<file path="src/rtl/riscv_mem_pkg.sv">
// Shared types for the data-memory store buffer.
//   word_t        : 32-bit data word
//   waddr_t       : word address, STBUF_AW bits wide (default 30)
//   stbuf_state_e : store buffer controller state
//   stbuf_entry_t : one buffered store {valid, addr, data}
package riscv_mem_pkg;

  localparam int unsigned STBUF_AW = 30;

  typedef logic [31:0]          word_t;
  typedef logic [STBUF_AW-1:0]  waddr_t;

  typedef enum logic [1:0] {
    IDLE  = 2'd0,
    DRAIN = 2'd1,
    FLUSH = 2'd2
  } stbuf_state_e;

  typedef struct packed {
    logic   valid;
    waddr_t addr;
    word_t  data;
  } stbuf_entry_t;

endpackage

</file>
<file path="src/rtl/stbuf_fwd_match.sv">
// Store-to-load forwarding search.
// Walks the buffer from the youngest entry (tail-1) back towards the oldest
// and returns the data of the first valid entry whose word address matches.
//   entries_i : buffer storage
//   tail_i    : next write slot; tail_i-1 is the youngest entry
//   addr_i    : load word address
//   hit_o     : a matching entry exists
//   data_o    : data of the youngest matching entry (0 when no hit)
module stbuf_fwd_match
  import riscv_mem_pkg::*;
#(
  parameter int unsigned DEPTH = 4
) (
  input  stbuf_entry_t                 entries_i [DEPTH],
  input  logic [$clog2(DEPTH)-1:0]     tail_i,
  input  waddr_t                       addr_i,
  output logic                         hit_o,
  output word_t                        data_o
);

  localparam int unsigned PW = $clog2(DEPTH);

  logic [PW-1:0] idx;
  logic          found;

  always_comb begin
    found  = 1'b0;
    data_o = '0;
    idx    = '0;
    for (int i = 0; i < DEPTH; i++) begin
      // i+1 == DEPTH wraps to tail_i itself, i.e. the oldest slot when full
      idx = tail_i - PW'(i + 1);
      if (!found && entries_i[idx].valid && (entries_i[idx].addr == addr_i)) begin
        found  = 1'b1;
        data_o = entries_i[idx].data;
      end
    end
    hit_o = found;
  end

endmodule

</file>
<file path="src/rtl/dmem_store_buffer.sv">
// Posted-write store buffer between the core data port and backing memory.
// Stores are queued in a FIFO and drained over a valid/ready write channel;
// loads read memory combinationally with forwarding from buffered stores.
//
// Ports:
//   clk, reset             : clock, synchronous active-high reset
//   memwrite/aluout/writedata : core store strobe, byte address, store data
//   readdata               : load data (combinational from aluout)
//   stall                  : store cannot be accepted this cycle
//   flush                  : pulse; drain buffer and refuse stores until empty
//   empty                  : no buffered stores
//   overflow               : sticky, a store was dropped while stalled
//   mem_raddr/mem_rdata    : backing memory read port
//   wr_valid/wr_ready/wr_addr/wr_data : write channel carrying the head entry
//
// Build option: define STBUF_COALESCE_EN to merge a store into the youngest
// entry when the addresses match.
//
// state | meaning
// IDLE  | buffer empty, accepting stores
// DRAIN | entries pending, accepting stores
// FLUSH | draining, all stores refused until empty
module dmem_store_buffer
  import riscv_mem_pkg::*;
#(
  parameter int unsigned DEPTH = 4,
  parameter int unsigned AW    = 30
) (
  input  logic          clk,
  input  logic          reset,
  input  logic          memwrite,
  input  logic [31:0]   aluout,
  input  logic [31:0]   writedata,
  output logic [31:0]   readdata,
  output logic          stall,
  input  logic          flush,
  output logic          empty,
  output logic          overflow,
  output logic [AW-1:0] mem_raddr,
  input  logic [31:0]   mem_rdata,
  output logic          wr_valid,
  input  logic          wr_ready,
  output logic [AW-1:0] wr_addr,
  output logic [31:0]   wr_data
);

  localparam int unsigned PW = $clog2(DEPTH);
  localparam int unsigned CW = PW + 1;
  localparam logic [CW-1:0] FULL_CNT = CW'(DEPTH);

  stbuf_state_e  state_q, state_d;
  logic [CW-1:0] count_q, count_d;
  logic [PW-1:0] head_q, head_d;
  logic [PW-1:0] tail_q, tail_d;
  logic          overflow_q, overflow_d;
  stbuf_entry_t  entries_q [DEPTH];
  stbuf_entry_t  entries_d [DEPTH];

  waddr_t word_addr;
  logic   full;
  logic   pop;
  logic   push;
  logic   coalesce;
  logic   fwd_hit;
  word_t  fwd_data;
  logic   unused_bits;

  assign word_addr   = waddr_t'(aluout[AW+1:2]);
  assign unused_bits = ^aluout[1:0];
  assign full        = (count_q == FULL_CNT);
  assign wr_valid    = (count_q != '0);
  assign empty       = (count_q == '0);
  assign pop         = wr_valid && wr_ready;
  assign overflow    = overflow_q;
  assign wr_addr     = entries_q[head_q].addr[AW-1:0];
  assign wr_data     = entries_q[head_q].data;
  assign mem_raddr   = aluout[AW+1:2];

`ifdef STBUF_COALESCE_EN
  logic [PW-1:0] youngest;
  assign youngest = tail_q - PW'(1);
  // Merge is blocked when the youngest entry is also the head leaving this cycle.
  assign coalesce = memwrite && (state_q != FLUSH) && (count_q != '0)
                    && (entries_q[youngest].addr == word_addr)
                    && !(pop && (youngest == head_q));
`else
  assign coalesce = 1'b0;
`endif

  // Output logic: a full buffer still accepts when the head leaves or the store merges.
  always_comb begin
    stall = (state_q == FLUSH) || (full && !pop && !coalesce);
  end

  assign push = memwrite && !stall && !coalesce;

  always_comb begin
    entries_d = entries_q;
    if (pop) begin
      entries_d[head_q].valid = 1'b0;
    end
`ifdef STBUF_COALESCE_EN
    if (coalesce) begin
      entries_d[youngest].data = writedata;
    end
`endif
    // Applied after pop so a full-buffer push into the freed slot sticks.
    if (push) begin
      entries_d[tail_q] = '{valid: 1'b1, addr: word_addr, data: writedata};
    end
  end

  always_comb begin
    count_d    = count_q + CW'(push) - CW'(pop);
    head_d     = pop  ? head_q + PW'(1) : head_q;
    tail_d     = push ? tail_q + PW'(1) : tail_q;
    overflow_d = overflow_q || (memwrite && stall);
  end

  always_comb begin
    state_d = state_q;
    case (state_q)
      IDLE: begin
        if (flush)     state_d = FLUSH;
        else if (push) state_d = DRAIN;
      end
      DRAIN: begin
        if (flush)              state_d = FLUSH;
        else if (count_d == '0) state_d = IDLE;
      end
      FLUSH: begin
        if (count_d == '0) state_d = IDLE;
      end
      default: state_d = IDLE;
    endcase
  end

  always_ff @(posedge clk) begin
    if (reset) state_q <= IDLE;
    else       state_q <= state_d;
  end

  always_ff @(posedge clk) begin
    if (reset) begin
      count_q    <= '0;
      head_q     <= '0;
      tail_q     <= '0;
      overflow_q <= 1'b0;
      for (int i = 0; i < DEPTH; i++) begin
        entries_q[i] <= '0;
      end
    end else begin
      count_q    <= count_d;
      head_q     <= head_d;
      tail_q     <= tail_d;
      overflow_q <= overflow_d;
      entries_q  <= entries_d;
    end
  end

  stbuf_fwd_match #(
    .DEPTH (DEPTH)
  ) u_fwd (
    .entries_i (entries_q),
    .tail_i    (tail_q),
    .addr_i    (word_addr),
    .hit_o     (fwd_hit),
    .data_o    (fwd_data)
  );

  assign readdata = fwd_hit ? fwd_data : mem_rdata;

endmodule

</file>
<file path="config.mk">
export PLATFORM = sky130hd
export DESIGN_NAME = dmem_store_buffer
export DESIGN_NICKNAME = d
export VERILOG_FILES = /design/src/rtl/riscv_mem_pkg.sv /design/src/rtl/stbuf_fwd_match.sv /design/src/rtl/dmem_store_buffer.sv
export SDC_FILE = /design/constraint.sdc
export NUM_CORES = 1
export LEC_CHECK = 0
export BUFFER_PORTS_ARGS = -buffer_cell sky130_fd_sc_hd__buf_2
export CAP_MARGIN = 20
export CORE_MARGIN = 2
export CORE_UTILIZATION = 35
export DETAILED_ROUTE_END_ITERATION = 6
export PLACE_DENSITY = 0.54
export SKIP_LAST_GASP = 1
export SYNTH_ARGS = -nofsm -noshare
export SYNTH_HDL_FRONTEND = slang
export SYNTH_SLANG_ARGS = --single-unit
</file>
<file path="constraint.sdc">
create_clock -name clk -period 5.3 [get_ports clk]
set_input_delay 0.53 -clock clk [delete_from_list [all_inputs] [get_ports clk]]
set_output_delay 0.53 -clock clk [all_outputs]
set_load 0.02 [all_outputs]
</file>
==> metrics.csv <==
stage;metric;value;unit
run_status;status;completed;
synth;Avg Cell Area, Syn;8.73;sq um
placement;gpl congestion;0.984;
placement;Placed Instance Area;20800;sq um
placement;placed wire-length estimate;48700;microns
timing;Final min period;5210;ps
routing;via count;18060;
synth;Top FF cell, synth;dfxtp_1;
routing;Post-Route WL;73000;microns
grt;GRT overflow;0;
grt;global-route wire length before repair;109000;microns
synth;flop and latch count out of synthesis;262;
power;Pleak;7.22;nW
timing;worst hold slack;183;ps
power;peak supply drop;314;uV
synth;fraction of registers with async set/reset;0;%
cts;Max H-tree Level;2;
timing;period utilisation layout;98.3;%
critical_path;max incr delay on CP;590;ps
critical_path;crit end category;primary output;
cts;CTS Root Buffer Type;clkbuf_16;
cts;Num CTS Buffers;35;
timing;FMAX;0.192;GHz
routing;Wirelength per Cell;23.7;microns
synth;synth warn;0;
grt;initial antenna violation count;3;
critical_path;worst-path cell chain;buf_16 > mux2i_1 > o2bb2ai_1 > or4_1 > a221oi_2 > nor4b_2 > nand2_1 > nand3_1 > buf_12 > o221ai_1 > buf_2;
critical_path;crit-path max FO;48;
synth;Synth Instances;2237;
critical_path;Worst Setup Start Kind;flop;
floorplan;total I/O pin count;229;
floorplan;Initial Util;35.5;%
cells_and_area;NumNets Final;2416;
cells_and_area;fillers;5599;
critical_path;WP data required;4770;ps
cts;TritonCTS clock tree;built;
grt;Total GRT Usage;24.7;%
routing;vias per cell;5.86;
cts;CTS Buffer Depth;3;
cells_and_area;Final Cell Area;22000;sq um
floorplan;Die W;240;microns
critical_path;Worst path slowest cell;or4_1;
critical_path;WS Path Type;reg2out;
grt;largest net degree at the start of global routing;109;
cells_and_area;Layout area overhead;12.6;%
synth;cell area after synthesis;19500;sq um
synth;Post-Syn Nets;2349;
cts;clk slew on worst S/H paths;60;ps
routing;residual DRC count;0;
timing;setup violators final;0;
power;PwrDens;355;nW/um^2
cts;clk sinks;262;
cells_and_area;share of cells above drive strength 1;23.2;%
timing;RSZ-0062 raised after global routing;no;
floorplan;core region area;55100;sq um
routing;DR iter-0 viols;1419;
floorplan;row count;86;
timing;Max-slew headroom;36.4;%
floorplan;Die ar.;57700;sq um
routing;First-pass DRT Iterations;6;
timing;Final Hold Fails;0;
min_path;HP Class;in2reg;
cts;worst skew pair latency;550;ps
floorplan;die height;240;microns
synth;count of different cell masters after synthesis;70;
grt;vias in the first global route;17395;
timing;Final TNS setup;0;ps
flow_run;MaxCap Viol Count;0;
placement;number of port buffers;226;
timing;Final Max Tran Viols;0;
routing;number of routed nets with antenna violations;0;
synth;Post-synth EDFFs;0;
synth;register area share after synthesis;26.8;%
timing;Fin Clk Skew;20.4;ps
critical_path;CP arrival;4680;ps
timing;slew of the pin with the lowest slew margin;950;ps
registers in the layout (all words and copies together), names as in the netlist:
signal	cells
state_q	2
entries_q	252
tail_q	2
count_q	3
overflow	1
head_q	2
per-layer routing:
metal | GRT usage [%] | share of wire, % | vias up
li1 | - | - | 8213
met1 | 32.2 | 42 | 9005
met2 | 41.3 | 48 | 712
met3 | 3.90 | 6.7 | 130
met4 | 8.64 | 3.3 | 0
met5 | 0 | 0 | -
timing repair:
action,4_1_cts,5_1_grt
endpoints found under the setup margin,0,32
hold endpoints to repair,0,0
resized for setup,0,6
hold buffers,0,0
buffers inserted,0,5
worst paths after layout:
kind | startpoint | to | slack, ps | depth (start not counted)
worst max-delay path | tail_q[0] | readdata[27] | 90 | 11
worst min-delay path | flush | state_q[0] | 180 | 2
worst min register to register | state_q[1] | state_q[0] | 450 | 1
worst max register to register | tail_q[1] | entries_q[100] | 2270 | 6
per-stage QoR:
step                      setup slack, ps  power [W]  std cells  util [%]
after floorplan                       522    0.00466       2237         -
after global placement                630    0.00550       3009      37.8
after detailed placement              588    0.00555       3009      37.8
after CTS                           0.414    0.00780       3071      39.7
after global routing                 7.50    0.00820       3080      39.9
final                                89.9    0.00782       3081      39.9
critical path: cells and delay by family (launching register included):
kind / cells / cell delay [ps]
and+or+nand+nor: 4 / 1640
buffers and inverters: 3 / 770
AOI/OAI and AO/OA: 3 / 740
muxes: 1 / 470
DFF: 1 / 460
synthesized netlist by cell type, drive strengths merged, types with 20 or more instances:
library cell / count / area share (%)
nand2: 530 / 10
a21oi: 275 / 7.0
dfxtp: 262 / 27
mux2i: 186 / 9.5
mux4: 167 / 19
clkbuf: 142 / 2.8
buf: 103 / 3.7
o21ai: 80 / 2.0
xnor2: 73 / 3.3
inv: 53 / 1.0
nor2: 39 / 0.75
nor3: 34 / 0.87
o221ai: 33 / 1.5
o31a: 29 / 1.3
o31ai: 29 / 1.1
xor2: 22 / 0.99
mux2: 20 / 1.2
layout make-up:
| class | count | area (sq um) | share of cell area [%] |
|---|---|---|---|
| Clock inverter | 9 | 60.1 | 0.273 |
| Antenna cell | 4 | 10.0 | 0.0455 |
| Inverter | 55 | 210 | 0.955 |
| Timing Repair Buffer | 275 | 1670 | 7.60 |
| Tap cell | 748 | 936 | 4.25 |
| Sequential cell | 262 | 5260 | 23.9 |
| Clock buffer | 53 | 993 | 4.52 |
| Multi-Input combinational cell | 1675 | 12900 | 58.4 |
report_power, final:
part	internal [W]	total, W	switching (W)	leakage (nW)
sequential	0.00213	0.00240	0.000268	2.13
clock	0.00130	0.00222	0.000925	0.520
combinational	0.00131	0.00320	0.00189	4.58
cells by family after synthesis:
logic type	Yosys count	synth area share, %
XOR/XNOR	95	4.26
flip-flops	262	26.8
AND/OR/NAND/NOR	671	14.4
buffers and inverters	300	7.55
adder cells (fa/ha/maj)	11	0.743
AO/OA/AOI/OAI	525	16.3
multiplexers	373	29.9
cell usage in the layout, fill, tap and decap left out, drive strengths merged, types with 5 or more instances in the layout:
master,count
o211ai,12
mux2i,186
o22ai,16
nor2,39
ha,10
nand2,530
a21oi,275
nor4,8
o2bb2ai,5
nand3,9
mux4,167
and3,6
o21ai,80
o31a,29
xor2,22
inv,57
xnor2,73
o21a,5
buf,273
o2111ai,5
and4,6
o221ai,33
a221oi,6
a211oi,6
clkbuf,55
o31ai,29
nand4,14
nor3,34
dfxtp,262
clkinv,6
mux2,20
Note: power is estimated with default switching activity, not from simulation.
